**src/rtl/mem_bus_arbiter.sv**
```systemverilog
// rtl/mem_bus_arbiter.sv - dual-core icache/dcache RAM arbiter with snoop sequencing
module mem_bus_arbiter #(
  parameter int WORD_W = 32
) (
  input  logic                   CLK,
  input  logic                   nRST,
  input  logic [1:0]             iREN,
  input  logic [1:0][WORD_W-1:0] iaddr,
  output logic [1:0]             iwait,
  output logic [1:0][WORD_W-1:0] iload,
  input  logic [1:0]             dREN,
  input  logic [1:0]             dWEN,
  input  logic [1:0][WORD_W-1:0] daddr,
  input  logic [1:0][WORD_W-1:0] dstore,
  output logic [1:0]             dwait,
  output logic [1:0][WORD_W-1:0] dload,
  input  logic [1:0]             ccwrite,
  input  logic [1:0]             cctrans,
  output logic [1:0]             ccwait,
  output logic [1:0]             ccinv,
  output logic [1:0][WORD_W-1:0] ccsnoopaddr,
  output logic                   ramREN,
  output logic                   ramWEN,
  output logic [WORD_W-1:0]      ramaddr,
  output logic [WORD_W-1:0]      ramstore,
  input  logic [WORD_W-1:0]      ramload,
  input  logic                   ramready
);

  typedef enum logic [2:0] {IDLE, DWB, SNOOP, DFWD, DRD, IRD} state_e;

  state_e     state_q, state_d;
  logic       g_q, g_d;
  logic       rr_q, rr_d;
  logic       o;
  logic [1:0] dreq;

  assign o    = ~g_q;
  assign dreq = dREN | dWEN;

  always_ff @(posedge CLK or negedge nRST) begin
    if (!nRST) begin
      state_q <= IDLE;
      g_q     <= 1'b0;
      rr_q    <= 1'b0;
    end else begin
      state_q <= state_d;
      g_q     <= g_d;
      rr_q    <= rr_d;
    end
  end

  always_comb begin
    state_d     = state_q;
    g_d         = g_q;
    rr_d        = rr_q;
    iwait       = 2'b11;
    dwait       = 2'b11;
    iload       = '0;
    dload       = '0;
    ccwait      = '0;
    ccinv       = '0;
    ccsnoopaddr = '0;
    ramREN      = 1'b0;
    ramWEN      = 1'b0;
    ramaddr     = '0;
    ramstore    = '0;
    case (state_q)
      IDLE: begin
        // dcache class first; within a class the round-robin core wins if it asks
        if (|dreq) begin
          g_d     = dreq[rr_q] ? rr_q : ~rr_q;
          state_d = dWEN[g_d] ? DWB : SNOOP;
        end else if (|iREN) begin
          g_d     = iREN[rr_q] ? rr_q : ~rr_q;
          state_d = IRD;
        end
      end
      DWB: begin
        ramWEN   = 1'b1;
        ramaddr  = daddr[g_q];
        ramstore = dstore[g_q];
        if (ramready) begin
          dwait[g_q] = 1'b0;
          state_d    = IDLE;
          rr_d       = o;
        end
      end
      SNOOP: begin
        ccwait[o]      = 1'b1;
        ccsnoopaddr[o] = daddr[g_q];
        ccinv[o]       = ccwrite[g_q];
        if (cctrans[o]) state_d = ccwrite[o] ? DFWD : DRD;
      end
      DFWD: begin
        // dirty block goes to the requester and is written back in the same access
        ccwait[o]  = 1'b1;
        ramWEN     = 1'b1;
        ramaddr    = daddr[o];
        ramstore   = dstore[o];
        dload[g_q] = dstore[o];
        if (ramready) begin
          dwait[g_q] = 1'b0;
          dwait[o]   = 1'b0;
          state_d    = IDLE;
          rr_d       = o;
        end
      end
      DRD: begin
        ramREN     = 1'b1;
        ramaddr    = daddr[g_q];
        dload[g_q] = ramload;
        if (ramready) begin
          dwait[g_q] = 1'b0;
          state_d    = IDLE;
          rr_d       = o;
        end
      end
      IRD: begin
        ramREN     = 1'b1;
        ramaddr    = iaddr[g_q];
        iload[g_q] = ramload;
        if (ramready) begin
          iwait[g_q] = 1'b0;
          state_d    = IDLE;
          rr_d       = o;
        end
      end
      default: state_d = IDLE;
    endcase
  end

endmodule
```
**config.mk**
```make
export PLATFORM = sky130hd
export DESIGN_NAME = mem_bus_arbiter
export DESIGN_NICKNAME = d
export VERILOG_FILES = /design/src/rtl/mem_bus_arbiter.sv
export SDC_FILE = /design/constraint.sdc
export NUM_CORES = 1
export LEC_CHECK = 0
export BUFFER_PORTS_ARGS = -buffer_cell sky130_fd_sc_hd__buf_2
export CORE_AREA = 2 2 195 197
export CTS_BUF_LIST = sky130_fd_sc_hd__clkbuf_8
export CTS_CLUSTER_DIAMETER = 80
export CTS_CLUSTER_SIZE = 20
export DETAILED_ROUTE_END_ITERATION = 10
export DIE_AREA = 0 0 197 199
export PLACE_DENSITY = 0.3
export SYNTH_ARGS = -nofsm -noshare
export SYNTH_HDL_FRONTEND = slang
export SYNTH_SLANG_ARGS = --single-unit
```
**constraint.sdc**
```tcl
create_clock -name CLK -period 3.55 [get_ports CLK]
set_input_delay 0.5325 -clock CLK [delete_from_list [all_inputs] [get_ports CLK]]
set_output_delay 0.5325 -clock CLK [all_outputs]
set_load 0.01 [all_outputs]
```
Word-level counts from Yosys, hierarchy flattened
Cells that the tools add are included.

operators by class
  shift-type cells = 0
  $lt $le $gt $ge = 6
  bitwise logic cells = 10
  add/sub/neg operators = 0
  divide/modulo/power cells = 0
  reduce and logical (&&, ||, !) cells = 14
  muxes and demuxes = 54
  multiply operators = 0
  equal/unequal tests = 8

operator list
  operator                                                                       count
  32-bit 2-to-1 mux                                                              12
  64-bit bitwise AND                                                             3
  64-bit 2-to-1 mux                                                              2
  64-bit case mux with 2 select lines                                            1
  32-bit case mux with 3 select lines                                            1
  32-bit demux with 1-bit select                                                 2
  32-bit case mux with 2 select lines                                            1
  1-bit 2-to-1 mux                                                               20
  3-bit 2-to-1 mux                                                               5
  2-bit 2-to-1 mux                                                               6
  2-bit OR reduction                                                             6
  3-bit case mux with 3 select lines                                             1
  1-bit by 2-bit less-than comparator with 1-bit output (second input constant)  4
  3-bit by 2-bit equality test with 1-bit output (second input constant)         2
  3-bit equality test (second input constant)                                    2
  2-bit bitwise AND                                                              2
  2-bit NOT                                                                      2
  2-bit case mux with 2 select lines                                             1
  2-bit AND reduction                                                            2
  4-bit OR reduction                                                             1
  3-bit by 1-bit equality test with 1-bit output (second input constant)         1
  3-bit logical NOT                                                              1
  3-bit inequality test (second input constant)                                  1
  3-bit AND reduction                                                            1
  8 further kinds                                                                12

storage, ports and cells
  logic and storage cells = 95
  memories kept = 0
  memory bits (read-only) = 0
  flip-flop bits (word level) = 5
  latch bits = 0
  memory bits (writable) = 0
  input bits = 237
  output and inout bits = 266

Longest topological paths before layout
Gate-level depths: netlist of run 1.

  word-level depth = 9
  gate-level depth with buffers = 8
  gate-level depth less buffers = 6

Least setup slack after synthesis of run 1
Ideal clock, no wire load.

  path type = register to output
  start point = reg g_q
  end point = out ramaddr[10]
  required time = 3.017 ns
  stages on the path, launching flop included = 8
  data arrival time = 1.523 ns
  slack = 1.494 ns
  buffers on the path = 3
  cell sequence = dfrtp_1 > buf_2 > and2_1 > buf_2 > and2_1 > buf_2 > a222oi_1 > nand2_1

on the way
  word-level cells in the longest chain between the ends = 3
  elaborated cells between the ends (all ways) = 7
  those cells by class = mux (7)

ends and longest elaborated chain
  item                                                line  source
  start, declared                                     33    logic g_q, g_d;
  start signal, assigned                              48    g_q <= g_d;
  32-bit 2-to-1 mux (on tied branches) (2 in series)  n/a
  32-bit case mux with 3 select lines (*)             68    case (state_q)
  end, declared                                       24    output logic [WORD_W-1:0] ramaddr,

Every way passes the cells marked *; elsewhere a longest branch is shown, timed or not. The select of a mux whose other input is x is not followed.

Worst setup path in the final report of run 1
  start point = reg state_q[1]
  end point = out ramaddr[21]

on the way
  word-level cells in the longest chain between the ends = 3
  elaborated cells between the ends (all ways) = 6
  those cells by class = eq/ne (4); mux (1); reduce/logical (1)

ends and longest elaborated chain
  item                                                                                   line  source
  start, declared                                                                        32    state_e state_q, state_d;
  start signal, assigned                                                                 47    state_q <= state_d;
  3-bit equality test or 3-bit by 1-bit equality test with 1-bit output (tied branches)  68
  2-bit OR reduction (no line)                                                           n/a
  32-bit case mux with 3 select lines (*)                                                68

Every way passes the cells marked *; elsewhere a longest branch is shown, timed or not.

==> qor.yml, run 1 <==
run_status:
  status: "completed"
worst_setup_path:
  cp_cell_sequence: "inv_2 > nand2_2 > inv_2 > and3_2 > buf_12 > a222oi_1 > nand2_1 > buf_2"
  slowest_delay_ns: 0.77
  worst-endpoint-arrival_ns: 2.87
  critPathKind: "flip-flop to output port"
  cp_common_cell: "inv_2"
  endpoint_kind: "output port"
  cp_slowest_cell: "a222oi_1"
  cp-start-kind: "flip-flop"
  crit_buf_inv: 4
  crit_required_ns: 3.02
  cp_top_family: "compound AO/OA/AOI/OAI gates"
  path_max_fanout: 37
min_path:
  min_path_type: "input pin to async pin"
sta:
  holdWs_ns: 0.134
  tns_ns: 0
  fin_ws_ns: 0.144
  max-slew-margin-rel: 0.406
  fin_crit_ns: 3.41
  fin_crit_sh: 0.959
  finalHoldViolCount: 0
  skew_ns: 0.000146
  setup_violations: 0
  rsz0062_at_grt: "no"
  max_freq_ghz: 0.294
  drv_slew: 0
  worst_pin_slew_ns: 0.891
global_route:
  grt_overflow: 0
  grt_pass1_vias: 5966
  grtUsageTotal: 0.135
  grt_pass1_wl_mm: 39.5
  antenna_found_initial: 6
  grt_max_degree: 38
clock_tree:
  numCtsBuffers: 3
  cts_tree: "done"
  cts_sinks: 5
  cts.path.max_buffers: 2
  cts_setup_buffers: 0
  cts_resized: 0
  clockRootBuffer: "clkbuf_8"
  ctsHoldBuffers: 0
  clk_pin_slew_ns: 0.04
  worstSkewPairLatency_ns: 0.22
  htree_levels: 1
drt:
  drcViolationCount: 0
  firstDrtPassIters: 5
  ant_nets: 0
  viasPerCell: 4.19
  wire_per_inst_microns: 20.0
  drt_iter0_markers: 376
  vias: 6125
  wirelength_mm: 29.3
logic_synthesis:
  syn_area_sq_mm: 0.00330
  synthDistinctLibCells: 36
  async_reset_ff_frac: 1.00
  synth_flop_cell: "dfrtp_1"
  synth-warning-count: 0
  postSynthCellCount: 521
  syn_area_per_cell_sq_um: 6.34
  synth_seq_area_share: 0.0379
  ys_ff_latch: 5
  synth_nets: 758
  synth_edf_count: 0
placed_design:
  place_area_sq_mm: 0.00634
  gp_congestion: 0.787
  pre_cts_slack_ns: 0.421
  io_buffer_count: 502
  place_inst: 1454
  hpwl_mm: 24.2
floorplan:
  core_sq_mm: 0.0371
  dieArea_sq_mm: 0.0392
  die_width_microns: 197
  io_pins: 503
  start_util: 0.0889
  num_rows: 71
  die_height_microns: 199
final_layout:
  multi_input_comb_area_sq_mm: 0.00293
  fin_util: 0.172
  design_area_sq_mm: 0.00639
  final_cell_mix: "buf_2, nand2_1, and2_1"
  fillers: 4363
  final_net_count: 1222
  drive_gt1_frac: 0.549
  seq_area_sq_um: 125
  area_growth_pct: 93.7
  fin_cells: 1462
  layout_commonest_cell: "buf_2"
pwr:
  ir_worst_vdd_mv: 0.269
  p_leak_nw: 3.89
  total_power_mw: 3.66
  p_per_area_mw_per_mm2: 573
run:
  cap_viol_max_count: 0
[state kept, by name, indices dropped and copies added (netlist names)]
name,count
state_q,3
g_q,1
rr_q,1
[where the power goes]
part	switching (mW)	leakage [nW]	internal [mW]
clock	0.0273	0.0269	0.0741
combinational	2.12	3.80	1.28
sequential	0.0830	0.0631	0.0818
[layout make-up]
class,count,share of cell area
repair buffers,518,0.418
clock inverters,1,0.000587
flip-flops and latches,5,0.0196
diodes,4,0.00157
well taps,474,0.0928
clock buffers,3,0.00646
multi-input cells,452,0.459
inverters,5,0.00294
[layer usage]
metal	up-vias	part of all wire	wire, microns	GRT usage
met4	4	0.024	697	0.0432
met2	353	0.52	15200	0.258
met5	-	0.00092	27	0
met1	2885	0.39	11400	0.152
met3	33	0.066	1940	0.0185
li1	2850	-	-	-
[final timing paths]
| path | end | from | cells past startpoint | slack (ns) |
|---|---|---|---|---|
| setup reg to reg | rr_q | state_q[2] | 5 | 1.35 |
| hold / removal | g_q | nRST | 1 | 0.13 |
| hold reg to reg | rr_q | rr_q | 2 | 0.59 |
| max in group asynchronous | state_q[2] | nRST | 1 | 3.27 |
| min in group CLK | rr_q | rr_q | 2 | 0.59 |
| setup / recovery | ramaddr[21] | state_q[1] | 8 | 0.14 |
[synth_stat cells, drive strengths merged (2+ instances only)]
cell | number | area (sq um)
a211oi | 2 | 15.0
a21oi | 38 | 190
a221o | 13 | 130
a222oi | 19 | 190
a22o | 90 | 788
and2 | 101 | 632
and3 | 33 | 206
buf | 31 | 164
clkbuf | 28 | 113
dfrtp | 5 | 125
inv | 5 | 18.8
mux2i | 3 | 30.0
nand2 | 108 | 408
nand2b | 3 | 18.8
nor2 | 11 | 41.3
nor2b | 3 | 18.8
nor3 | 3 | 15.0
nor3b | 3 | 22.5
o21ai | 9 | 45.0
o22ai | 2 | 26.3
or2 | 2 | 12.5
[logic make-up after synthesis]
family | count (synthesis) | synth area share
xor+xnor | 1 | 0.00834
compound gates | 177 | 0.430
flops | 5 | 0.0379
buf+inv | 64 | 0.0895
simple gates | 271 | 0.425
mux | 3 | 0.00910
No activity file was read; power rests on OpenSTA's default activity.
==> inputs of run 2 (changes only) <==
- PLACE_DENSITY: 0.3 -> 0.38
==> run 2 against run 1 <==
Count of clock-buffer cells in the layout is the same. Clock power is essentially flat. Total power grew 0.13%. Largest power group unchanged.
==> qor.yml, run 2 (same netlist as run 1, synthesis figures left out) <==
sta:
  tns_ns: 0  # unchanged
  max_freq_ghz: 0.321  # +9.2%
  fin_crit_sh: 0.879  # -0.0807
  finalHoldViolCount: 0  # unchanged
  drv_slew: 0  # unchanged
  rsz0062_at_grt: "no"
  setup_violations: 0  # unchanged
  worst_pin_slew_ns: 0.839  # -0.0526 ns
  skew_ns: 0.00132  # +0.00117 ns
  fin_crit_ns: 3.12  # -0.286 ns
  max-slew-margin-rel: 0.438  # +0.0325
drt:
  ant_nets: 0  # unchanged
  vias: 6148  # +0.38%
  wire_per_inst_microns: 19.5  # -2.4%
  drt_iter0_markers: 368  # -2.1%
  firstDrtPassIters: 6  # +1
  drcViolationCount: 0  # unchanged
  viasPerCell: 4.21  # +0.51%
  wirelength_mm: 28.5  # -2.5%
placed_design:
  io_buffer_count: 502  # unchanged
  hpwl_mm: 23.4  # -3.1%
  gp_congestion: 0.808  # +2.7%
  place_inst: 1453  # -0.069%
final_layout:
  fin_util: 0.172  # -0.000337
  seq_area_sq_um: 125  # unchanged
  drive_gt1_frac: 0.549  # +0.000558
  top_register: "state_q"
  layout_commonest_cell: "buf_2"
  reg_top3: "state_q x3, g_q x1, rr_q x1"
  fin_cells: 1460  # -0.14%
  final_net_count: 1221  # -0.082%
  largest_register_ffs: 3  # unchanged
  final_cell_mix: "buf_2, nand2_1, and2_1"
  multi_input_comb_area_sq_mm: 0.00293  # about the same
  area_growth_pct: 93.3
  fillers: 4339  # -0.55%
clock_tree:
  cts_tree: "done"
  htree_levels: 1  # unchanged
  cts.path.max_buffers: 2  # unchanged
  cts_setup_buffers: 0  # unchanged
  clockRootBuffer: "clkbuf_8"
  ctsHoldBuffers: 0  # unchanged
  numCtsBuffers: 3  # unchanged
  clk_pin_slew_ns: 0.03  # about the same
  cts_sinks: 5  # unchanged
  cts_resized: 0  # unchanged
  worstSkewPairLatency_ns: 0.22  # about the same
worst_setup_path:
  path_max_fanout: 30  # -19%
  crit_required_ns: 3.02  # about the same
  cp_slowest_cell: "dfrtp_1"
  slowest_delay_ns: 0.63  # -0.14 ns
  worst-endpoint-arrival_ns: 2.59  # -0.28 ns
  critPathKind: "flip-flop to output port"
  cp-start-kind: "flip-flop"
  cp_cell_sequence: "nand2_2 > inv_2 > and3_2 > buf_12 > a222oi_1 > nand2_1 > buf_2"
  endpoint_kind: "output port"
pwr:
  p_leak_nw: 3.89  # -0.17%
  ir_worst_vdd_mv: 0.309  # +15%
  p_per_area_mw_per_mm2: 574  # +0.33%
floorplan:
  die_height_microns: 199  # unchanged
  dieArea_sq_mm: 0.0392  # unchanged
  die_width_microns: 197  # unchanged
  start_util: 0.0889  # unchanged
  core_sq_mm: 0.0371  # unchanged
  num_rows: 71  # unchanged
  io_pins: 503  # unchanged
global_route:
  grt_overflow: 0  # unchanged
  antenna_found_initial: 3  # -3
  grt_pass1_wl_mm: 37.5  # -5.0%
  grt_pass1_vias: 5706  # -4.4%
  grtUsageTotal: 0.129  # -0.00545
  grt_max_degree: 46  # +21%
min_path:
  min_path_type: "input pin to async pin"
run_status:
  status: "completed"
run:
  cap_viol_max_count: 0  # unchanged
## run 2: changes by cell type in the layout (fill, tap and decap cells not counted)
cell,before,now
nor2_2,2,4
diode_2,4,3
nor2_4,2,1
nor2_1,7,6
buf_4,13,12
## run 2: cell type report
type / instances / area share
Clock buffer: 3 / 0.00647
Antenna cell: 3 / 0.00118
Timing Repair Buffer: 517 / 0.417
Multi-Input combinational cell: 452 / 0.459
Clock inverter: 1 / 0.000588
Tap cell: 474 / 0.0929
Inverter: 5 / 0.00294
Sequential cell: 5 / 0.0196
## run 2: critical path: cells and delay by family (launching register included)
family	cells	cell delay, ns
compound gates	1	0.13
buf+inv	3	0.74
flops	1	0.63
simple gates	3	0.83
## run 2: final timing paths
| path | start | endpoint | slack, ns | cells after the start |
|---|---|---|---|---|
| worst min register to register | rr_q | rr_q | 0.59 | 2 |
| worst max-delay path | state_q[2] | ramaddr[28] | 0.43 | 7 |
| min in group CLK | rr_q | rr_q | 0.59 | 2 |
| worst min-delay path | nRST | state_q[0] | 0.12 | 1 |
| max in group asynchronous | nRST | state_q[1] | 3.31 | 1 |
| worst max register to register | state_q[2] | rr_q | 1.30 | 5 |
## run 2: metrics by stage
stage | hold WS (ns) | setup WS, ns | area [sq um] | power [mW]
after floorplan | 0.237 | 1.49 | 3300 | 1.99
after global placement | 0.354 | 0.692 | 6330 | 3.63
after detailed placement | 0.351 | 0.652 | 6330 | 3.62
after CTS | 0.114 | 0.410 | 6370 | 3.74
after global routing | 0.116 | 0.246 | 6380 | 3.95
final | 0.116 | 0.431 | 6380 | 3.67
## run 2: power breakdown
group          leakage, nW  switching [mW]  total, mW  internal, mW
clock network       0.0269          0.0276      0.102        0.0741
logic                 3.80            2.14       3.40          1.26
registers           0.0631          0.0800      0.162        0.0819
total                 3.89            2.25       3.67          1.41
## run 2: routing by layer
layer  GRT usage  wire length [microns]  vias up
li1            -                      -     2849
met1       0.152                  11300     2875
met2       0.240                  14300      384
met3      0.0148                   1870       38
met4      0.0462                    983        2
met5           0                     17        -
